### src/rtl/program_loader.sv
// program_loader: assembles big-endian 16-bit words from a byte stream and writes them
// to instruction memory from address 0, holding the CPU in reset until the load completes.
module program_loader #(
    parameter int ADDR_WIDTH = 8
) (
    input  logic                  clk,
    input  logic                  rst,
    input  logic                  start,
    input  logic [ADDR_WIDTH:0]   len,
    input  logic                  byte_valid,
    input  logic [7:0]            byte_data,
    output logic                  byte_ready,
    output logic                  imem_wr_en,
    output logic [ADDR_WIDTH-1:0] imem_addr,
    output logic [15:0]           imem_wr_data,
    output logic                  cpu_rst,
    output logic                  busy,
    output logic                  done,
    output logic                  err,
    output logic [15:0]           checksum
);
    localparam logic [ADDR_WIDTH:0] DEPTH = {1'b1, {ADDR_WIDTH{1'b0}}};
    localparam logic [ADDR_WIDTH:0] ONE   = {{ADDR_WIDTH{1'b0}}, 1'b1};

    typedef enum logic [2:0] {IDLE, HI, LO, WRITE, DONE} state_t;

    state_t              state_q;
    logic [ADDR_WIDTH:0] cnt_q, cnt_d, len_q;
    logic [15:0]         word_q, csum_q;
    logic                err_q, cpu_rst_q;

    // The counter carries one extra bit so a full-depth load can match len.
    assign cnt_d        = cnt_q + ONE;
    assign byte_ready   = (state_q == HI) || (state_q == LO);
    assign imem_wr_en   = state_q == WRITE;
    assign busy         = state_q != IDLE;
    assign done         = state_q == DONE;
    assign imem_addr    = cnt_q[ADDR_WIDTH-1:0];
    assign imem_wr_data = word_q;
    assign err          = err_q;
    assign cpu_rst      = cpu_rst_q;
    assign checksum     = csum_q;

    always_ff @(posedge clk or negedge rst) begin
        if (!rst) begin
            state_q   <= IDLE;
            cnt_q     <= '0;
            len_q     <= '0;
            word_q    <= '0;
            csum_q    <= '0;
            err_q     <= 1'b0;
            cpu_rst_q <= 1'b0;
        end else begin
            case (state_q)
                IDLE: if (start) begin
                    if (len > DEPTH) begin
                        err_q <= 1'b1;
                    end else begin
                        err_q  <= 1'b0;
                        csum_q <= '0;
                        if (len == '0) begin
                            cpu_rst_q <= 1'b1;
                            state_q   <= DONE;
                        end else begin
                            cnt_q     <= '0;
                            len_q     <= len;
                            cpu_rst_q <= 1'b0;
                            state_q   <= HI;
                        end
                    end
                end
                HI: if (byte_valid) begin
                    word_q[15:8] <= byte_data;
                    state_q      <= LO;
                end
                LO: if (byte_valid) begin
                    word_q[7:0] <= byte_data;
                    state_q     <= WRITE;
                end
                WRITE: begin
                    csum_q <= csum_q + word_q;
                    cnt_q  <= cnt_d;
                    // CPU release is registered on the edge entering DONE so it coincides with done.
                    if (cnt_d == len_q) begin
                        cpu_rst_q <= 1'b1;
                        state_q   <= DONE;
                    end else begin
                        state_q <= HI;
                    end
                end
                DONE:    state_q <= IDLE;
                default: state_q <= IDLE;
            endcase
        end
    end
endmodule
### config.mk
export PLATFORM = sky130hd
export DESIGN_NAME = program_loader
export DESIGN_NICKNAME = d
export VERILOG_FILES = /design/src/rtl/program_loader.sv
export SDC_FILE = /design/constraint.sdc
export NUM_CORES = 1
export LEC_CHECK = 0
export ABC_AREA = 0
export BUFFER_PORTS_ARGS = -buffer_cell sky130_fd_sc_hd__buf_2
export CORE_MARGIN = 10
export CORE_UTILIZATION = 37
export DETAILED_ROUTE_END_ITERATION = 6
export PLACE_DENSITY_LB_ADDON = 0.1
export SETUP_SLACK_MARGIN = 0.5
export SYNTH_ARGS = -nofsm -noshare
export SYNTH_HDL_FRONTEND = slang
export SYNTH_SLANG_ARGS = --single-unit
### constraint.sdc
create_clock -name clk -period 4.8 [get_ports clk]
set_input_delay 0.48 -clock clk [delete_from_list [all_inputs] [get_ports clk]]
set_output_delay 0.48 -clock clk [all_outputs]
set_load 0.02 [all_outputs]
==> flow_results.org, run 1 <==
** Worst setup path
- CP Data Required Time :: roughly 4.3 ns
- Crit path max fanout :: 22
- R2r worst-path depth :: 9
- Worst Path Class, Setup :: register to output port
- STA puts the critical path data arrival time at about 2.1 ns.
- The endpoint identified for the worst register-to-register timing path is checksum[8].
- Critical path's largest stage delay :: 0.54 ns
- Cell-by-cell trace of the critical path :: nand2_1, or2_2, inv_1, buf_2
- Kind of end point of the critical path :: output port
- For flop-to-flop paths, the worst setup slack is approximately 2.2 ns.
- Cell with the largest stage delay on the worst path :: dfrtp_1
- Type of origin of the critical path :: register
- The startpoint identified for the worst register-to-register timing path is imem_wr_data[0].

** Logic synthesis
- Ranked by instance count, the synthesized netlist is headed by 55 x dfrtp_1, 34 x nand2_1, 26 x o21ai_0.
- Synthesis-stage register bit count :: 55
- For this run, the leading register cell type out of synthesis is dfrtp_1.
- Yosys mapped the design onto 56 distinct sky130hd cell types.
- Yosys warns :: 0
- In the synthesized netlist the async set-or-reset flop fraction comes to 1.00.
- After synthesis the cells add up to between 0.003 and 0.004 mm².
- Gate count after technology mapping :: slightly above 300
- Synthesized net count :: 351
- Average cell area after synthesis :: just over 10 µm²
- The synthesized design contains 0 enable-type register cells.
- Cell types with the largest area share after synthesis :: dfrtp_1 43%, mux2_2 8.7%, ha_1 7.0%
- Of the synthesized area, sequential elements account for 0.426.
- Proportion of netlist area held by the largest area contributor :: 0.426
- Leading cell type by number of instances after synthesis :: dfrtp_1
- Most area-hungry cell type in the Yosys netlist :: dfrtp_1

** Clock tree
- Once the clock tree was built, the setup fixing pass inserted 0 buffers.
- Clk_lat worst skew :: 0.32 ns
- The number of hold buffers added after CTS was 0.
- Cell at the root of the clock tree :: clkbuf_8
- Number of buffers created by CTS :: 5
- CTS sink cnt :: 55
- TritonCTS clock tree :: yes
- Clock-pin slew was measured on the worst setup and hold paths at around 0.11 ns.
- CTS built an H-tree with a depth of 2.
- Clock tree buffer depth :: 2
- Gates resized during post-CTS repair numbered 0.

** STA
- In this run the tightest slew margin relative to its limit is 0.348.
- Adding up every negative setup slack in the final design gives 0 ns.
- Across the routed clock network, the largest skew measured is roughly 0.015 ns.
- Setup violations remaining at the end of the flow were counted as 0.
- Timing would allow up to around 380 MHz.
- Across all hold checks on the routed design, the worst slack comes to roughly 0.30 ns.
- For the pin with the worst max-slew slack, the measured transition is 0.974 ns.
- Shortest period the worst path allows :: 2.61 ns
- The number of pins exceeding their max-slew limit in the final report came to 0.
- Setup repair after global routing left no endpoint under its margin.
- Final Hold Vio Count :: 0
- Final worst path period share :: 0.544

** Global routing
- met1 is the most crowded layer.
- The number of global-route vias before repair is 2473.
- For this run, global-route usage on met2 was measured as 0.174.
- Entering global routing, the biggest net connects 56 pins.
- In the global route stage, overall resource usage came out at 0.122.
- Wire length of the first global-routing pass :: 13100 µm
- For this run, global-route usage on met3 was measured as 0.0336.
- Number of antenna violations at the first check in global routing :: 0
- Met1 global-route usage :: 0.177
- The total overflow left after global routing is 0.

** Floorplan
- Pin placement for this block handled 67 I/O pins.
- From left edge to right edge, the die measures 113 µm.
- Effective utilization at floorplan :: 0.376
- DIE HEIGHT :: roughly 110 µm
- Die area :: roughly 0.013 mm²
- Core Rows :: 34
- The core region is approximately 0.0086 mm².

** Placed design
- Routability-driven placement finished with a final weighted congestion of around 0.77.
- Port Buffers :: 66
- HPWL Detailed :: around 5900 µm

** Detailed routing
- The first TritonRoute pass finished after 4 iterations.
- In the routed layout, each cell is associated on average with a via count of slightly above 5.
- In the routed design, unresolved DRC markers number 0.
- Wire length per cell after detailed routing :: about 16 µm
- The detailed router finished its first iteration with 83 violations.
- Wires add up to approximately 7800 µm.
- Vias after detailed routing :: 2410
- The count of nets left with antenna violations once routing finished came out at 0.

** Final layout
- Share of layout cells above drive strength 1 :: 0.311
- Final net count :: just over 400
- 0 antenna diodes ended up in the layout.
- P&R area growth vs syn :: 14.9%

** Pwr
- Leakage power summed over all cells :: approximately 1.8 nW
- Power per unit of standard cell area :: between 700 and 800 mW/mm²
- Across the VDD grid, the largest voltage drop is roughly 270 µV.

** Flow run
- Max-cap check violation count :: 0

** Outcome
- The run finished with clean final reports.

** Hold path
- The tightest min-delay check is of the input pin to async pin type.
-- where the power goes --
| group | internal, mW | total, mW | switching, mW |
|---|---|---|---|
| Sequential | 0.661 | 0.867 | 0.207 |
| Clock | 0.158 | 0.325 | 0.168 |
| Combinational | 0.666 | 1.55 | 0.882 |
| Total | 1.48 | 2.74 | 1.26 |
-- cells by family (layout without fill, tap and decap cells) --
logic type	Yosys count	after routing	synth area share
AOI/OAI and AO/OA	82	82	0.173
xor gates and xnor gates	24	24	0.0650
adders and majority gates	19	19	0.0758
buffers and inverters	24	83	0.0422
DFF	55	55	0.426
muxes	27	27	0.0932
and+or+nand+nor	80	80	0.125
-- how the worst max path moves through the flow --
stage,from,to,slack [ns],cells past startpoint
5_1_grt,len[1],cnt_q[2],1.99,9
3_3_place_gp,len[1],cnt_q[6],1.87,9
4_1_cts,state_q[1],imem_wr_en,2.14,4
2_1_floorplan,imem_wr_data[0],checksum[14],2.44,9
6_report,state_q[1],imem_wr_en,2.19,4
3_5_place_dp,len[1],cnt_q[6],1.84,9
-- registers in the layout, indices dropped and copies added (netlist names) --
name / count
imem_wr_data: 16
len_q: 9
state_q: 3
checksum: 16
cnt_q: 9
err: 1
cpu_rst: 1
-- area by class of cell --
type	instances	area, µm²
clock inverters	3	46.3
inverters	8	30.0
fillers	890	4880
multi-input cells	232	1720
flip-flops and latches	55	1380
well taps	108	135
repair buffers	67	338
clock buffers	5	68.8
-- stage by stage --
step           instance area (µm²)  cells  setup slack, ns  total power [mW]  utilization
6_report                      3720    478             2.19              2.74        0.432
3_3_place_gp                  3600    470             1.87              2.43        0.419
3_5_place_dp                  3600    470             1.84              2.44        0.419
4_1_cts                       3720    478             2.14              2.78        0.432
5_1_grt                       3720    478             1.99              2.99        0.432
2_1_floorplan                 3230    311             2.44              2.05            -
-- per-layer routing --
metal	wire length [µm]	vias to the layer above
li1	-	1223
met1	4090	1130
met2	3260	52
met3	437	5
met4	51	0
met5	0	-
-- cells in the final DEF (no fill, tap or decap), types with 5 or more instances in the layout --
cell	n
dfrtp_1	55
buf_2	66
o21ai_1	5
nor2_1	13
o21ai_0	26
nand3_1	6
mux2_2	25
inv_1	8
clkbuf_8	5
a21o_1	6
a21oi_1	16
xor2_1	14
ha_1	18
nand2_1	34
xnor2_1	10
-- worst max-delay path: cells and delay by family (launching register included) --
family / cells / cell delay (ns)
buffers and inverters: 2 / 0.67
flip-flops: 1 / 0.54
AND/OR/NAND/NOR: 2 / 0.60
No activity file was read; power rests on OpenSTA's default activity.
==> inputs of run 2 (changes only) <==
==> constraint.sdc (replaced) <==
create_clock -name clk -period 2.26 [get_ports clk]
set_input_delay 0.226 -clock clk [delete_from_list [all_inputs] [get_ports clk]]
set_output_delay 0.226 -clock clk [all_outputs]
set_load 0.02 [all_outputs]
==> flow_results.org, run 2 (synthesis results as in run 1) <==
** Outcome
- The run finished with clean final reports.

** Global routing
- Pin count of the biggest net entering global routing :: 32 (-43%)
- The initial antenna violation count was 0 (unchanged).
- The combined global-route utilization of all metal layers was 0.132 (+0.00930).
- Wire length of the first global-routing pass :: 14200 µm (+8.5%)
- Number of global-route vias before repair :: 2820 (+14%)
- The global-route congestion overflow total came to 0 (unchanged).

** Detailed routing
- Number of DRC violations after detailed routing :: 0 (unchanged)
- The via count normalized by instance count is 5.16 (+2.4%).
- DRT Wirelength :: 8530 µm (+8.8%)
- Violation count after the first detailed-routing iteration :: 51 (-39%)
- The average wire per cell in the routed design came to 16.4 µm (+0.16%).
- The via count was 2679 (+11%).
- The number of iterations in the first detailed-routing pass came to 4 (unchanged).
- Number of routed nets with antenna violations :: 0 (unchanged)

** Pwr
- The overall power after layout is 6.78 mW (+150%).
- Net switching fraction of the power :: 0.446 (-0.0126)
- The leakage power came to 1.96 nW (+12%).
- The worst-case vdd ir drop was 548 µV (+110%).
- The switching power came to 3.02 mW (+140%).
- Internal Pwr Total :: 3.76 mW (+150%)
- Combinational group share of total power :: 0.630 (+0.065)
- The power per unit of standard cell area was 1540 mW/mm² (+110%).
- The proportion of power drawn by the clock network came to 0.090 (-0.029).
- Sequential group share of total power :: 0.281 (-0.036)

** Final layout
- The post-route standard cell area excluding fillers came to 0.00440 mm² (+18%).
- The antenna diode instance count was 0 (unchanged).
- Leaving out fill and tap cells, the most frequent cell in the layout is buf_2.
- The top cell types in the final layout, fill and taps aside, are 62 x buf_2, 37 x dfrtp_1, 36 x buf_4, 30 x nand2_1, 25 x mux2_2.
- P&R area growth vs syn :: 35.9%
- The ratio of cells with drive above 1 in the final layout came to 0.528 (+0.217).
- The net total in the final layout was 450 (+10%).

** STA
- Unrepaired setup endpoints after global routing :: true
- Final Hold Vio Count :: 0 (unchanged)
- The number of pins exceeding their max-slew limit in the final report is 0 (unchanged).
- The total setup violations reported at the end of the flow came to 0 (unchanged).
- The normalized max-slew margin is 0.716 (+0.368).
- The largest clock skew in the final design came to 0.0147 ns (-0.000240 ns).
- Achievable clock frequency :: 458 MHz
- Actual transition at the worst max-transition pin :: 0.426 ns (-0.548 ns)
- After layout, the minimum clock period comes to roughly 2.2 ns.
- Min setup slack post-route :: 0.0763 ns (-2.11 ns)
- The worst hold margin is 0.134 ns (-0.167 ns).
- Final worst path period share :: 0.966

** Clock tree
- The maximum number of buffers from clock root to sink came to 2 (unchanged).
- Clk_lat worst skew :: 0.32 ns (about the same)
- The tree is rooted in a clkbuf_8.
- The number of buffers created by CTS came to 5 (unchanged).
- The clock slew at the register clock pins of the worst setup and hold paths is 0.12 ns (about the same).
- TritonCTS built the clock tree.
- CTS sink cnt :: 55 (unchanged)
- H-tree Lvls :: 2 (unchanged)

** Placed design
- Post-DP Area :: 0.00387 mm² (+7.4%)
- The setup slack at placement came to 0.0165 ns (-1.83 ns).
- The routability congestion estimate is 0.741 (-3.3%).
- The HPWL after detailed placement was 6250 µm (+5.7%).
- Port Buffers :: 66 (unchanged)

** Hold path
- Path class of the lowest-slack min-delay path :: input pin to register
- The worst hold path terminates at len_q[2].
- The startpoint identified for the worst hold timing path is len[2].
- Counting instances, the worst hold path has a depth of 2.

** Worst setup path
- In this run the critical register-to-register path is launched from checksum[0].
- The worst setup path is launched from a register.
- The worst setup path is captured at a register.
- The reg-to-reg setup timing slack came to 0.08 ns (-2.13 ns).
- R2r worst-path depth :: 10 (+1)
- Worst Path Class, Setup :: register to register
- The maximum fanout along the worst path came to 4 (-82%).
- The required time reported for the critical path endpoint was 2.46 ns (-1.86 ns).
- The arrival time at the worst endpoint came to 2.38 ns (+0.25 ns).
- Reg-to-reg endpoint :: checksum[8]

** Floorplan
- Core Rows :: 34 (unchanged)
- The horizontal die dimension came to 113 µm (unchanged).
- DIE HEIGHT :: 113 µm (unchanged)
- I/O pin total :: 67 (unchanged)
- The starting utilization of the core area came to 0.376 (unchanged).
- The overall die area was 0.0129 mm² (unchanged).
- Core ar. :: 0.00859 mm² (unchanged)

** Flow run
- The number of max-cap violations is 0 (unchanged).
## run 2: power by group through the flow
stage	Sequential [mW]	Combinational (mW)	Clock [mW]
finish	1.90	4.27	0.610
floorplan	2.16	2.45	0
global route	1.98	4.71	0.668
detailed placement	1.94	3.66	0
global placement	1.93	3.64	0
CTS	1.90	4.06	0.636
## run 2: per-stage QoR
step,utilization,std cells,setup TNS [ns]
finish,0.512,519,0
global route,0.512,519,-0.110
detailed placement,0.450,484,0
floorplan,-,311,0
CTS,0.490,511,0
global placement,0.450,484,0
## run 2: critical path, stage by stage, from the launching register on
cell and delay [ns]:
dfrtp_2 0.44, ha_4 0.18, fa_2 0.35, a21o_1 0.16, a21o_1 0.19, a21oi_4 0.19
buf_4 0.14, o21ai_2 0.05, a21oi_2 0.14, xor2_1 0.14, o21ai_0 0.08
## run 2: final cells by class
type	count	area, µm²
fillers	812	4200
multi-input cells	232	2020
flip-flops and latches	55	1400
repair buffers	108	713
well taps	108	135
clock buffers	6	82.6
inverters	8	33.8
clock inverters	2	16.3
## run 2: worst max path at each step
stage / start / to / slack [ns] / cells after the start
finish: checksum[0] / checksum[8] / 0.08 / 10
global route: imem_wr_data[0] / checksum[8] / -0.05 / 10
CTS: checksum[0] / checksum[14] / 0.08 / 9
detailed placement: len[1] / cnt_q[5] / 0.02 / 9
global placement: len[1] / checksum[15] / 0.04 / 9
floorplan: checksum[0] / checksum[14] / 0.14 / 9
## run 2: repair_timing
item	CTS	global route
resized for setup	27	34
setup buffers	18	7
setup endpoints to repair	28	35
hold endpoints to repair	55	0
pin swaps	22	17
hold buffers	1	0
cloned	0	1
## run 2: per-layer routing
layer,vias to the layer above,global-route usage,part of all wire
met2,44,0.230,0.51
met4,0,0.0296,0.0076
li1,1313,-,-
met3,5,0.0325,0.044
met1,1317,0.158,0.44
met5,-,0,0
